### src/rtl/up_counter_pkg.sv
// up_counter_pkg: shared defaults for the up_counter family.
package up_counter_pkg;
    localparam int DEFAULT_WIDTH = 4;
    function automatic longint unsigned default_max(input int width);
        return (64'd1 << width) - 64'd1;
    endfunction
endpackage

### src/rtl/up_counter_core.sv
// up_counter_core: WIDTH-bit register with async reset to RESET_VAL.
module up_counter_core
    import up_counter_pkg::*;
#(
    parameter int WIDTH = DEFAULT_WIDTH,
    parameter logic [WIDTH-1:0] RESET_VAL = '0
)(
    input  logic             clk,
    input  logic             reset,
    input  logic [WIDTH-1:0] next,
    output logic [WIDTH-1:0] q
);
    always_ff @(posedge clk or posedge reset) begin
        if (reset) q <= RESET_VAL;
        else q <= next;
    end
endmodule

### src/rtl/up_counter.sv
// up_counter: free-running modulo MAX_VAL+1 counter with terminal count and wrap pulse.
module up_counter
    import up_counter_pkg::*;
#(
    parameter int WIDTH = DEFAULT_WIDTH,
    parameter longint unsigned MAX_VAL = default_max(WIDTH),
    parameter longint unsigned RESET_VAL = 0
)(
    input  logic             clk,
    input  logic             reset,
    output logic [WIDTH-1:0] count,
    output logic             tc,
    output logic             wrap
);
    localparam logic [WIDTH-1:0] MAX_W = WIDTH'(MAX_VAL);
    localparam logic [WIDTH-1:0] RESET_W = WIDTH'(RESET_VAL);
    logic [WIDTH-1:0] next;
    if (WIDTH < 1 || WIDTH > 32) begin : g_bad_width
        $error("up_counter: WIDTH out of range 1..32");
    end
    if (MAX_VAL > default_max(WIDTH)) begin : g_bad_max
        $error("up_counter: MAX_VAL does not fit in WIDTH bits");
    end
    if (RESET_VAL > MAX_VAL) begin : g_bad_reset
        $error("up_counter: RESET_VAL exceeds MAX_VAL");
    end
    assign tc = count == MAX_W;
    assign next = tc ? '0 : count + WIDTH'(1);
    // wrap lines up with the cycle in which count reads 0 after leaving MAX_VAL
    always_ff @(posedge clk or posedge reset) begin
        if (reset) wrap <= 1'b0;
        else wrap <= tc;
    end
    up_counter_core #(.WIDTH(WIDTH), .RESET_VAL(RESET_W)) u_core (
        .clk  (clk),
        .reset(reset),
        .next (next),
        .q    (count)
    );
endmodule

### config.mk
export PLATFORM = sky130hd
export DESIGN_NAME = up_counter
export DESIGN_NICKNAME = d
export VERILOG_FILES = /design/src/rtl/up_counter_pkg.sv /design/src/rtl/up_counter_core.sv /design/src/rtl/up_counter.sv
export SDC_FILE = /design/constraint.sdc
export NUM_CORES = 1
export LEC_CHECK = 0
export BUFFER_PORTS_ARGS = -buffer_cell sky130_fd_sc_hd__buf_2
export CAP_MARGIN = 20
export CELL_PAD_IN_SITES_DETAIL_PLACEMENT = 1
export CELL_PAD_IN_SITES_GLOBAL_PLACEMENT = 1
export CORE_AREA = 5 5 42 44
export CTS_BUF_LIST = sky130_fd_sc_hd__clkbuf_8
export DETAILED_ROUTE_END_ITERATION = 12
export DIE_AREA = 0 0 47 49
export GPL_ROUTABILITY_DRIVEN = 0
export GPL_TIMING_DRIVEN = 0
export PLACE_DENSITY_LB_ADDON = 0.1
export SYNTH_ARGS = -nofsm -noshare
export SYNTH_HDL_FRONTEND = slang
export SYNTH_SLANG_ARGS = --single-unit
### constraint.sdc
create_clock -name clk -period 0.96 [get_ports clk]
set_input_delay 0.144 -clock clk [delete_from_list [all_inputs] [get_ports clk]]
set_output_delay 0.144 -clock clk [all_outputs]
set_load 0.005 [all_outputs]
# ---- After elaboration in Yosys (flattened, before gate mapping)
# Index checks and enable logic that the tools add are counted.
dict set report classes {
  n_addsub 1
  n_eq_ne 1
  n_mux 1
}
# cell n
set ops {}
lappend ops {{$add A4 B1 Y4 const B} 1}
lappend ops {{$eq A4 B4 Y1 const B} 1}
lappend ops {{$mux W4} 1}
dict set report totals {
  register_bits 5
  input_bits 2
  output_inout_bits 6
  word_cells 5
}

# ---- Depth between registers and ports, before layout
# Gate-level depths: netlist (run 1).
dict set report logic_depth {
  depth_word 2
  mapped_depth 3
  depth_no_buf 3
}

# ---- By module
# Synthesis (run 1) repeated with hierarchy kept, for this count alone.
dict set report unflattened {
  cells_unflattened 16
  area_unflattened_um2 201.4
}
# mod instances cells_per_inst area_each_um2 seq_area_each_um2
set modules_own_cells {}
lappend modules_own_cells {up_counter_core 1 5 103.8 100.1}
lappend modules_own_cells {up_counter 1 11 97.6 25.0}

# ---- Worst setup path before layout (run 1)
# No wires, ideal clock.
dict set report synth_path {
  path_kind {register to register}
  startpoint {reg u_core.q[0]}
  endpoint {reg u_core.q[3]}
  setup_ps 82
  arrival_time_ps 932
  t_required_ps 878
  setup_slack_ps -54
  path_stages_with_launch 4
  n_path_buf 0
  synth_period_minus_slack_ps 1014
  path_cell_list {dfrtp_1 > ha_1 > a21o_1 > a31oi_1}
}
dict set report synth_between {
  elab_chain_len 2
  elab_cells_between_ends 3
  classes_between {1 x add/sub; 1 x eq/ne; 1 x mux}
}
# element line_no
set synth_lines {}
lappend synth_lines {{start, declared} up_counter_core.sv:11} ;# output logic [WIDTH-1:0] q
lappend synth_lines {{start signal, assigned} up_counter_core.sv:15} ;# else q <= next;
lappend synth_lines {{$add A4 B1 Y4 / $eq A4 B4 Y1 (equally long branches)} {up_counter.sv:28, up_counter.sv:27}}
lappend synth_lines {{$mux W4 (*)} up_counter.sv:28} ;# assign next = tc ? '0 : count + WIDTH'(1);
lappend synth_lines {{via next[3]} up_counter.sv:17} ;# logic [WIDTH-1:0] next;
# The timed path passes the listed nets; every way through them passes the cells marked *.

# ---- Worst setup path in the final report (run 1)
dict set report layout_path {
  startpoint {reg u_core.q[1]}
  endpoint {out tc}
}
dict set report layout_between {
  elab_chain_len 1
}
# element line_no
set layout_lines {}
lappend layout_lines {{$eq A4 B4 Y1} up_counter.sv:27} ;# assign tc = count == MAX_W;
lappend layout_lines {{end, declared} up_counter.sv:12} ;# output logic tc,
# No other way between the ends.

==> results.json, run 1 <==
{
  "fin_util_pct": 25.9,
  "n_antenna_cell": 0,
  "area_growth_pct": 95.9,
  "synthMuxAreaShare_pct": 0,
  "setup_viol": 7,
  "drive_gt1_share_pct": 64.5,
  "start_util_pct": 13.2,
  "path_clk_slew_ns": 0.04,
  "detail-route-antenna-nets": 0,
  "synth_top_family_by_area": "compound AO/OA/AOI/OAI gates",
  "antenna_found_initial": 0,
  "dieArea_um2": 2300,
  "grt_start_max_net_pins": 6,
  "die_w_um": 47,
  "layout_common_cells": "5 x buf_2, 5 x buf_4, 4 x dfrtp_1",
  "cellLeakagePower_nw": 0.205,
  "path_class": "reg -> out",
  "grt_pass1_vias": 177,
  "final-max-slew-violation-count": 0,
  "groute.usage.overall_pct": 5.31,
  "ioPinCount": 8,
  "dp_slack_ns": -0.107,
  "rows": 14,
  "hp-class": "in -> async",
  "cp-start-kind": "register",
  "hold_violations": 0,
  "period_minus_slack_ns": 1.19,
  "cp_data_required_time_ns": 0.82,
  "fmax_ghz": 0.837,
  "vias": 179,
  "slew_headroom_pct": 86.3,
  "drt-initial-drc-count": 1,
  "h-tree-depth": 1,
  "drc": 0,
  "grt_pass1_wl_um": 765,
  "syn_nets": 16,
  "synth_seq_cells": 5,
  "crit_path_max_fanout": 2,
  "yosysWarnings": 0,
  "numCtsBuffers": 3,
  "synthSimpleGateAreaFrac_pct": 8.11,
  "grt_overflow": 0,
  "clock_latency_ns": 0.22,
  "syn_area_per_cell_um2": 14.2,
  "peakVddDrop_mv": 0.830,
  "routed_wl_um": 537,
  "fin_ws_ns": -0.235,
  "syn_area_um2": 185,
  "clock-root-buffer": "clkbuf_8",
  "coreArea_um2": 1400,
  "seq_area_frac_synth_pct": 67.6,
  "die_h_um": 49,
  "yosys.area_share.adder_pct": 6.76,
  "avgViaCountPerCell": 3.81,
  "cts.path.max_buffers": 2,
  "maxCapViolations": 0,
  "cts_tree": "yes",
  "status": "finished, violations left",
  "worst_slew_pin_slew_ns": 0.205,
  "synth_compound_area_share_pct": 10.8,
  "violations": "negative setup slack",
  "synth-xor-area-share_pct": 4.73,
  "routedWlPerCell_um": 11.4,
  "rsz0062_at_grt": "true",
  "cp.arrival_ns": 1.05,
  "io_buffers": 7,
  "fin_skew_ns": 0.000749,
  "syn_inst": 13,
  "end_kind": "primary output",
  "firstDrtPassIters": 3,
  "timing.final.crit_share_pct": 124,
  "hold-worst-slack_ns": 0.373,
  "p_per_area_nw_per_um2": 1640,
  "num-nets-final": 35,
  "clock_sink_count": 5,
  "yosysUniqueCellTypes": 8
}
logic make-up (layout without fill, tap and decap cells):
family,count (synthesis),after routing
AOI/OAI and AO/OA,3,3
xor gates and xnor gates,1,1
adders and majority gates,1,1
buffers and inverters,1,19
DFF,5,5
and+or+nand+nor,2,2
layout make-up:
type	instances	area [µm²]
flip-flops and latches	5	126
clock buffers	3	41.3
well taps	16	20.0
multi-input cells	7	61.3
repair buffers	14	106
fillers	173	1040
inverters	1	3.75
clock inverters	1	3.75
what timing repair did:
action                                 4_1_cts  5_1_grt
resized for setup                            3        2
setup buffers                                4        5
setup endpoints to repair                    3        8
hold buffers                                 1        0
pin swaps                                    1        3
endpoints found under the hold margin        5        0
cell usage after synthesis (all sizes together):
cell / count / share of area, %
dfrtp: 5 / 68
ha: 1 / 6.8
a21o: 1 / 4.1
nor2: 1 / 2.0
and3: 1 / 6.1
a31oi: 2 / 6.8
xor2: 1 / 4.7
inv: 1 / 2.0
power breakdown:
group	internal [mW]	leakage, nW	switching [mW]
combinational	0.00436	0.114	0.00512
sequential	0.212	0.0641	0
clock	0.274	0.0269	0.101
total	0.490	0.205	0.106
per-stage QoR:
stage                     instances  area (µm²)  power, mW  TNS [ns]
after floorplan                  13         188      0.218         0
after global placement           36         243      0.221    -0.177
after detailed placement         36         243      0.221    -0.136
after CTS                        45         344      0.604    -0.483
after global routing             47         363      0.631    -0.750
final                            47         363      0.596    -0.635
worst max-delay path, stage by stage (launching register included):
cell	delay (ns)
dfrtp_1	0.38
ha_2	0.19
and3_4	0.15
buf_6	0.11
state kept, by name, summed over array words and instances, names as in the netlist:
register and count:
u_core.q 4, wrap 1
worst paths after layout:
check	start	endpoint	slack, ns	cells after the start
max in group asynchronous	reset	u_core.q[2]$_DFF_PP0_	0.39	3
min reg2reg	u_core.q[3]$_DFF_PP0_	u_core.q[3]$_DFF_PP0_	0.52	1
min in group clk	u_core.q[3]$_DFF_PP0_	u_core.q[3]$_DFF_PP0_	0.52	1
max reg2reg	u_core.q[1]$_DFF_PP0_	u_core.q[3]$_DFF_PP0_	-0.13	4
max	u_core.q[1]$_DFF_PP0_	tc	-0.23	3
min	reset	u_core.q[3]$_DFF_PP0_	0.37	3
layer usage:
layer	share of wire (%)	GRT usage, %
met5	0	0
met4	0	2.76
met3	9.1	5.54
met2	47	5.66
met1	43	6.49
No activity file was read; power rests on OpenSTA's default activity.
==> run 2, diff against run 1 <==
- BUFFER_PORTS_ARGS: -buffer_cell sky130_fd_sc_hd__buf_2 -> -buffer_cell sky130_fd_sc_hd__clkbuf_2
- RECOVER_POWER: unset -> 100
- clock period: 0.96 -> 1.45 ns (I/O delays scaled with it)
==> run 2 against run 1 <==
The flow now finishes without violations. Largest power group unchanged. Combinational power is 32% lower. Clock-buffer cell count stayed put. Die area stayed put. Highest routed layer is now met4. Non-clock buffer count is 6 lower. Cell area is 18% lower. Sequential power is 34% lower. Via count is 20% lower.
==> results.json, run 2 (same netlist as run 1, synthesis figures left out) <==
{
  "status": "completed",
  "final_common_cell": "clkbuf_2",
  "p_per_area_nw_per_um2": 1330,
  "crit_path_max_fanout": 5,
  "area_growth_pct": 60.1,
  "grt.busiest_layer": "met2",
  "post_cts_buffers": 0,
  "grt_pass1_wl_um": 710,
  "drive_gt1_share_pct": 44.0,
  "drc": 0,
  "nFillCells": 166,
  "routed_wl_um": 450,
  "largest_reg_flops": 4,
  "dp.cells": 36,
  "cts_tree": "yes",
  "fmax_ghz": 0.732,
  "peakVddDrop_mv": 0.330,
  "period_minus_slack_ns": 1.37,
  "coreArea_um2": 1400,
  "worst_slew_pin_slew_ns": 0.215,
  "hp-class": "in -> async",
  "fin_skew_ns": 0.000140,
  "grt_overflow": 0,
  "path_clk_slew_ns": 0.03,
  "path_delay_family": "flip-flops",
  "reg2regPathDepth": 3,
  "gr-usage-met2_pct": 5.88,
  "h-tree-depth": 1,
  "r2r_setup_slack_ns": 0.43,
  "setup_viol": 0,
  "cellLeakagePower_nw": 0.166,
  "die_w_um": 47,
  "clock-root-buffer": "clkbuf_8",
  "numCtsBuffers": 3,
  "avgViaCountPerCell": 3.49,
  "met3_usage_pct": 3.69,
  "largest_register": "u_core.q",
  "num-nets-final": 29,
  "ioPinCount": 8,
  "start_util_pct": 13.2,
  "firstDrtPassIters": 2,
  "detail-route-antenna-nets": 0,
  "path_class": "reg -> out",
  "slowest_stage": "dfrtp_1",
  "setup_tns_ns": 0,
  "crit_path_start": "u_core.q[0]$_DFF_PP0_",
  "dieArea_um2": 2300,
  "cts.path.max_buffers": 2,
  "slew_headroom_pct": 85.7,
  "vias": 143,
  "timing.final.crit_share_pct": 94.2,
  "dp_slack_ns": 0.270,
  "grt_pass1_vias": 177,
  "path_buf_inv": 1,
  "groute.usage.overall_pct": 4.95,
  "reg.largest.list": "u_core.q: 4 flops, wrap: 1 flops",
  "rsz0062_at_grt": "false",
  "n_antenna_cell": 0,
  "clock_sink_count": 5,
  "hold_violations": 0,
  "use_met1_pct": 4.89,
  "io_buffers": 7,
  "r2r_start": "u_core.q[0]$_DFF_PP0_",
  "die_h_um": 49,
  "cp-start-kind": "register",
  "timing.rr.end": "u_core.q[3]$_DFF_PP0_",
  "cp_data_required_time_ns": 1.23,
  "routedWlPerCell_um": 11.0,
  "cp_slowest_stage_delay_ns": 0.40,
  "dp_hpwl_um": 332,
  "final-max-slew-violation-count": 0,
  "layout_common_cells": "6 x clkbuf_2, 5 x dfrtp_1, 3 x clkbuf_8",
  "cp.arrival_ns": 1.15,
  "clock_latency_ns": 0.22,
  "fin_ws_ns": 0.0842,
  "end_kind": "primary output",
  "antenna_found_initial": 0,
  "rows": 14,
  "drt-initial-drc-count": 2,
  "fin_util_pct": 21.2,
  "grt_start_max_net_pins": 6,
  "maxCapViolations": 0,
  "stdcell_count": 41,
  "crit_chain": "ha_2 -> and3_4 -> clkbuf_2"
}
[run 2: cell types whose count changed in the layout (fill, tap and decap cells not counted), sizes merged]
cell,previous run,this run
buf,13,0
clkbuf,3,10
[run 2: per-stage QoR]
| step | total power, mW | hold WS (ns) | instance area, µm² |
|---|---|---|---|
| floorplan | 0.144 | -0.00398 | 185 |
| global placement | 0.147 | 0.114 | 240 |
| detailed placement | 0.147 | 0.119 | 240 |
| CTS | 0.403 | 0.444 | 295 |
| global route | 0.417 | 0.475 | 297 |
| finish | 0.394 | 0.439 | 297 |
[run 2: report_power, final]
part / internal [mW] / total (mW) / switching [mW]
Sequential: 0.140 / 0.140 / 0
Clock: 0.181 / 0.247 / 0.0654
Combinational: 0.00289 / 0.00648 / 0.00359
Total: 0.325 / 0.394 / 0.0690
[run 2: layer usage]
metal / routed length [µm] / vias to the layer above / share of wire [%]
li1: - / 70 / -
met1: 196 / 65 / 44
met2: 201 / 6 / 45
met3: 47 / 2 / 10
met4: 5 / 0 / 1.1
met5: 0 / - / 0
[run 2: final cells by class]
type,instances,area [µm²],area share [%]
Clock buffer,3,41.3,13.9
Clock inverter,1,3.75,1.27
Inverter,1,3.75,1.27
Multi-Input combinational cell,7,58.8,19.8
Sequential cell,5,125,42.2
Tap cell,16,20.0,6.75
Timing Repair Buffer,8,43.8,14.8
[run 2: worst reg2reg max path: cells and delay by family (launching register included)]
family / cells / cell delay, ns
AO/OA/AOI/OAI: 2 / 0.30
adder cells (fa/ha/maj): 1 / 0.23
flip-flops: 1 / 0.41
[run 2: worst max path at each step]
stage | end | cells past startpoint
after floorplan | tc | 2
after global placement | tc | 3
after detailed placement | tc | 3
after CTS | tc | 3
after global routing | tc | 3
final | tc | 3
[run 2: repair_timing]
item / in CTS / in global routing
hold buffers: 1 / 0
endpoints found under the setup margin: 0 / 1
resized for setup: 0 / 1
hold endpoints to repair: 5 / 0
==> run 3, diff against run 2 <==
- BUFFER_PORTS_ARGS: -buffer_cell sky130_fd_sc_hd__clkbuf_2 -> unset
- DONT_BUFFER_PORTS: unset -> 1
==> run 3 against run 2 <==
Non-clock buffer count decreased by 7. Largest cell class unchanged. Die area stayed put. Cell area fell by 12%. First-iteration DRC count shrank 100%. Power decreased by 0.14%. Clock power about the same.
==> results.json, run 3 (same netlist as run 1, synthesis figures left out) <==
{
  "path_delay_family": "flip-flops",
  "hp-class": "in -> async",
  "regArea_um2": 125,
  "path_class": "reg -> out",
  "largest_reg_flops": 4,
  "setup_tns_ns": 0,
  "status": "completed",
  "rows": 14,
  "crit_chain": "ha_1 -> and3_4",
  "fmax_ghz": 0.748,
  "period_minus_slack_ns": 1.34,
  "met3_wirelength_um": 67,
  "reg2regPathDepth": 3,
  "final_common_cell": "dfrtp_1",
  "hold-worst-slack_ns": 0.345,
  "ioPinCount": 8,
  "cts_tree": "yes",
  "nFillCells": 161,
  "cts.path.max_buffers": 2,
  "routedWlPerCell_um": 11.9,
  "drive_gt1_share_pct": 22.2,
  "fin_skew_ns": 0.00263,
  "slew_headroom_pct": 86.0,
  "maxCapViolations": 0,
  "num-nets-final": 22,
  "h-tree-depth": 1,
  "cp-start-kind": "register",
  "largest_register": "u_core.q",
  "io_buffers": 0,
  "slowest_stage": "dfrtp_1",
  "avgViaCountPerCell": 3.44,
  "wl_met2_um": 164,
  "area_growth_pct": 40.5,
  "path_clk_slew_ns": 0.04,
  "final-max-slew-violation-count": 0,
  "clock-root-buffer": "clkbuf_8",
  "antenna_found_initial": 0,
  "fin_util_pct": 18.6,
  "vias": 117,
  "r2r_start": "u_core.q[0]$_DFF_PP0_",
  "numCtsBuffers": 3,
  "met1_length_um": 167,
  "drc": 0,
  "drt-initial-drc-count": 0,
  "path_buf_inv": 0,
  "clock_latency_ns": 0.22,
  "die_w_um": 47,
  "setup_viol": 0,
  "worst_slew_pin_slew_ns": 0.210,
  "die_h_um": 49,
  "cp.arrival_ns": 1.12,
  "grt_pass1_vias": 120,
  "grt_overflow": 0,
  "reg.largest.list": "u_core.q: 4 flops, wrap: 1 flops",
  "firstDrtPassIters": 1,
  "crit_path_max_fanout": 5,
  "n_antenna_cell": 0,
  "start_util_pct": 13.2,
  "end_kind": "primary output",
  "multi_input_area_um2": 56.3,
  "timing.final.crit_share_pct": 92.1,
  "cts_resized": 0,
  "p_per_area_nw_per_um2": 1510,
  "groute.usage.overall_pct": 4.53,
  "peakVddDrop_mv": 0.285,
  "cp_slowest_stage_delay_ns": 0.44,
  "hold_violations": 0,
  "r2r_setup_slack_ns": 0.35,
  "cellLeakagePower_nw": 0.139,
  "grt_start_max_net_pins": 6,
  "clock_sink_count": 5,
  "dieArea_um2": 2300,
  "rsz0062_at_grt": "false",
  "layout_common_cells": "5 x dfrtp_1, 3 x clkbuf_8, 2 x a31oi_1, 2 x inv_1",
  "coreArea_um2": 1400,
  "fin_total_pwr_uw": 393,
  "grt_pass1_wl_um": 607,
  "routed.top_layer": "met4",
  "routed_wl_um": 405,
  "timing.rr.end": "u_core.q[3]$_DFF_PP0_",
  "cp_data_required_time_ns": 1.23,
  "detail-route-antenna-nets": 0
}
[run 3: how the worst max path moves through the flow]
stage	startpoint	to	cells after the start
2_1_floorplan	u_core.q[0]$_DFF_PP0_	tc	2
3_3_place_gp	u_core.q[0]$_DFF_PP0_	tc	2
3_5_place_dp	u_core.q[0]$_DFF_PP0_	tc	2
4_1_cts	u_core.q[0]$_DFF_PP0_	tc	2
5_1_grt	u_core.q[0]$_DFF_PP0_	tc	2
6_report	u_core.q[0]$_DFF_PP0_	tc	2
[run 3: metal layers]
metal	up-vias	GRT usage, %
met5	-	0
met2	6	4.30
met4	0	6.91
met1	55	4.90
li1	54	-
met3	2	2.95
[run 3: stage by stage]
| step | instance area (µm²) | setup slack [ns] | instances |
|---|---|---|---|
| 6_report | 260 | 0.114 | 34 |
| 5_1_grt | 260 | 0.0101 | 34 |
| 4_1_cts | 260 | 0.0858 | 34 |
| 3_5_place_dp | 205 | 0.319 | 29 |
| 3_3_place_gp | 205 | 0.326 | 29 |
| 2_1_floorplan | 185 | 0.429 | 13 |
[run 3: what timing repair did]
action / 4_1_cts / 5_1_grt
hold buffers: 1 / 0
hold endpoints to repair: 5 / 0
buffers inserted: 0 / 0
[run 3: report_power, final]
part           internal [mW]  total [mW]  switching (mW)
clock network          0.181       0.248          0.0662
registers              0.140       0.140               0
logic                0.00198     0.00502         0.00304
[run 3: final cells by class]
| class | instances | area share [%] |
|---|---|---|
| clock buffer | 3 | 15.9 |
| clock inverter | 1 | 1.44 |
| inverter | 1 | 1.44 |
| multi-input combinational | 7 | 21.6 |
| sequential | 5 | 48.1 |
| tap | 16 | 7.69 |
| timing repair buffer | 1 | 3.85 |
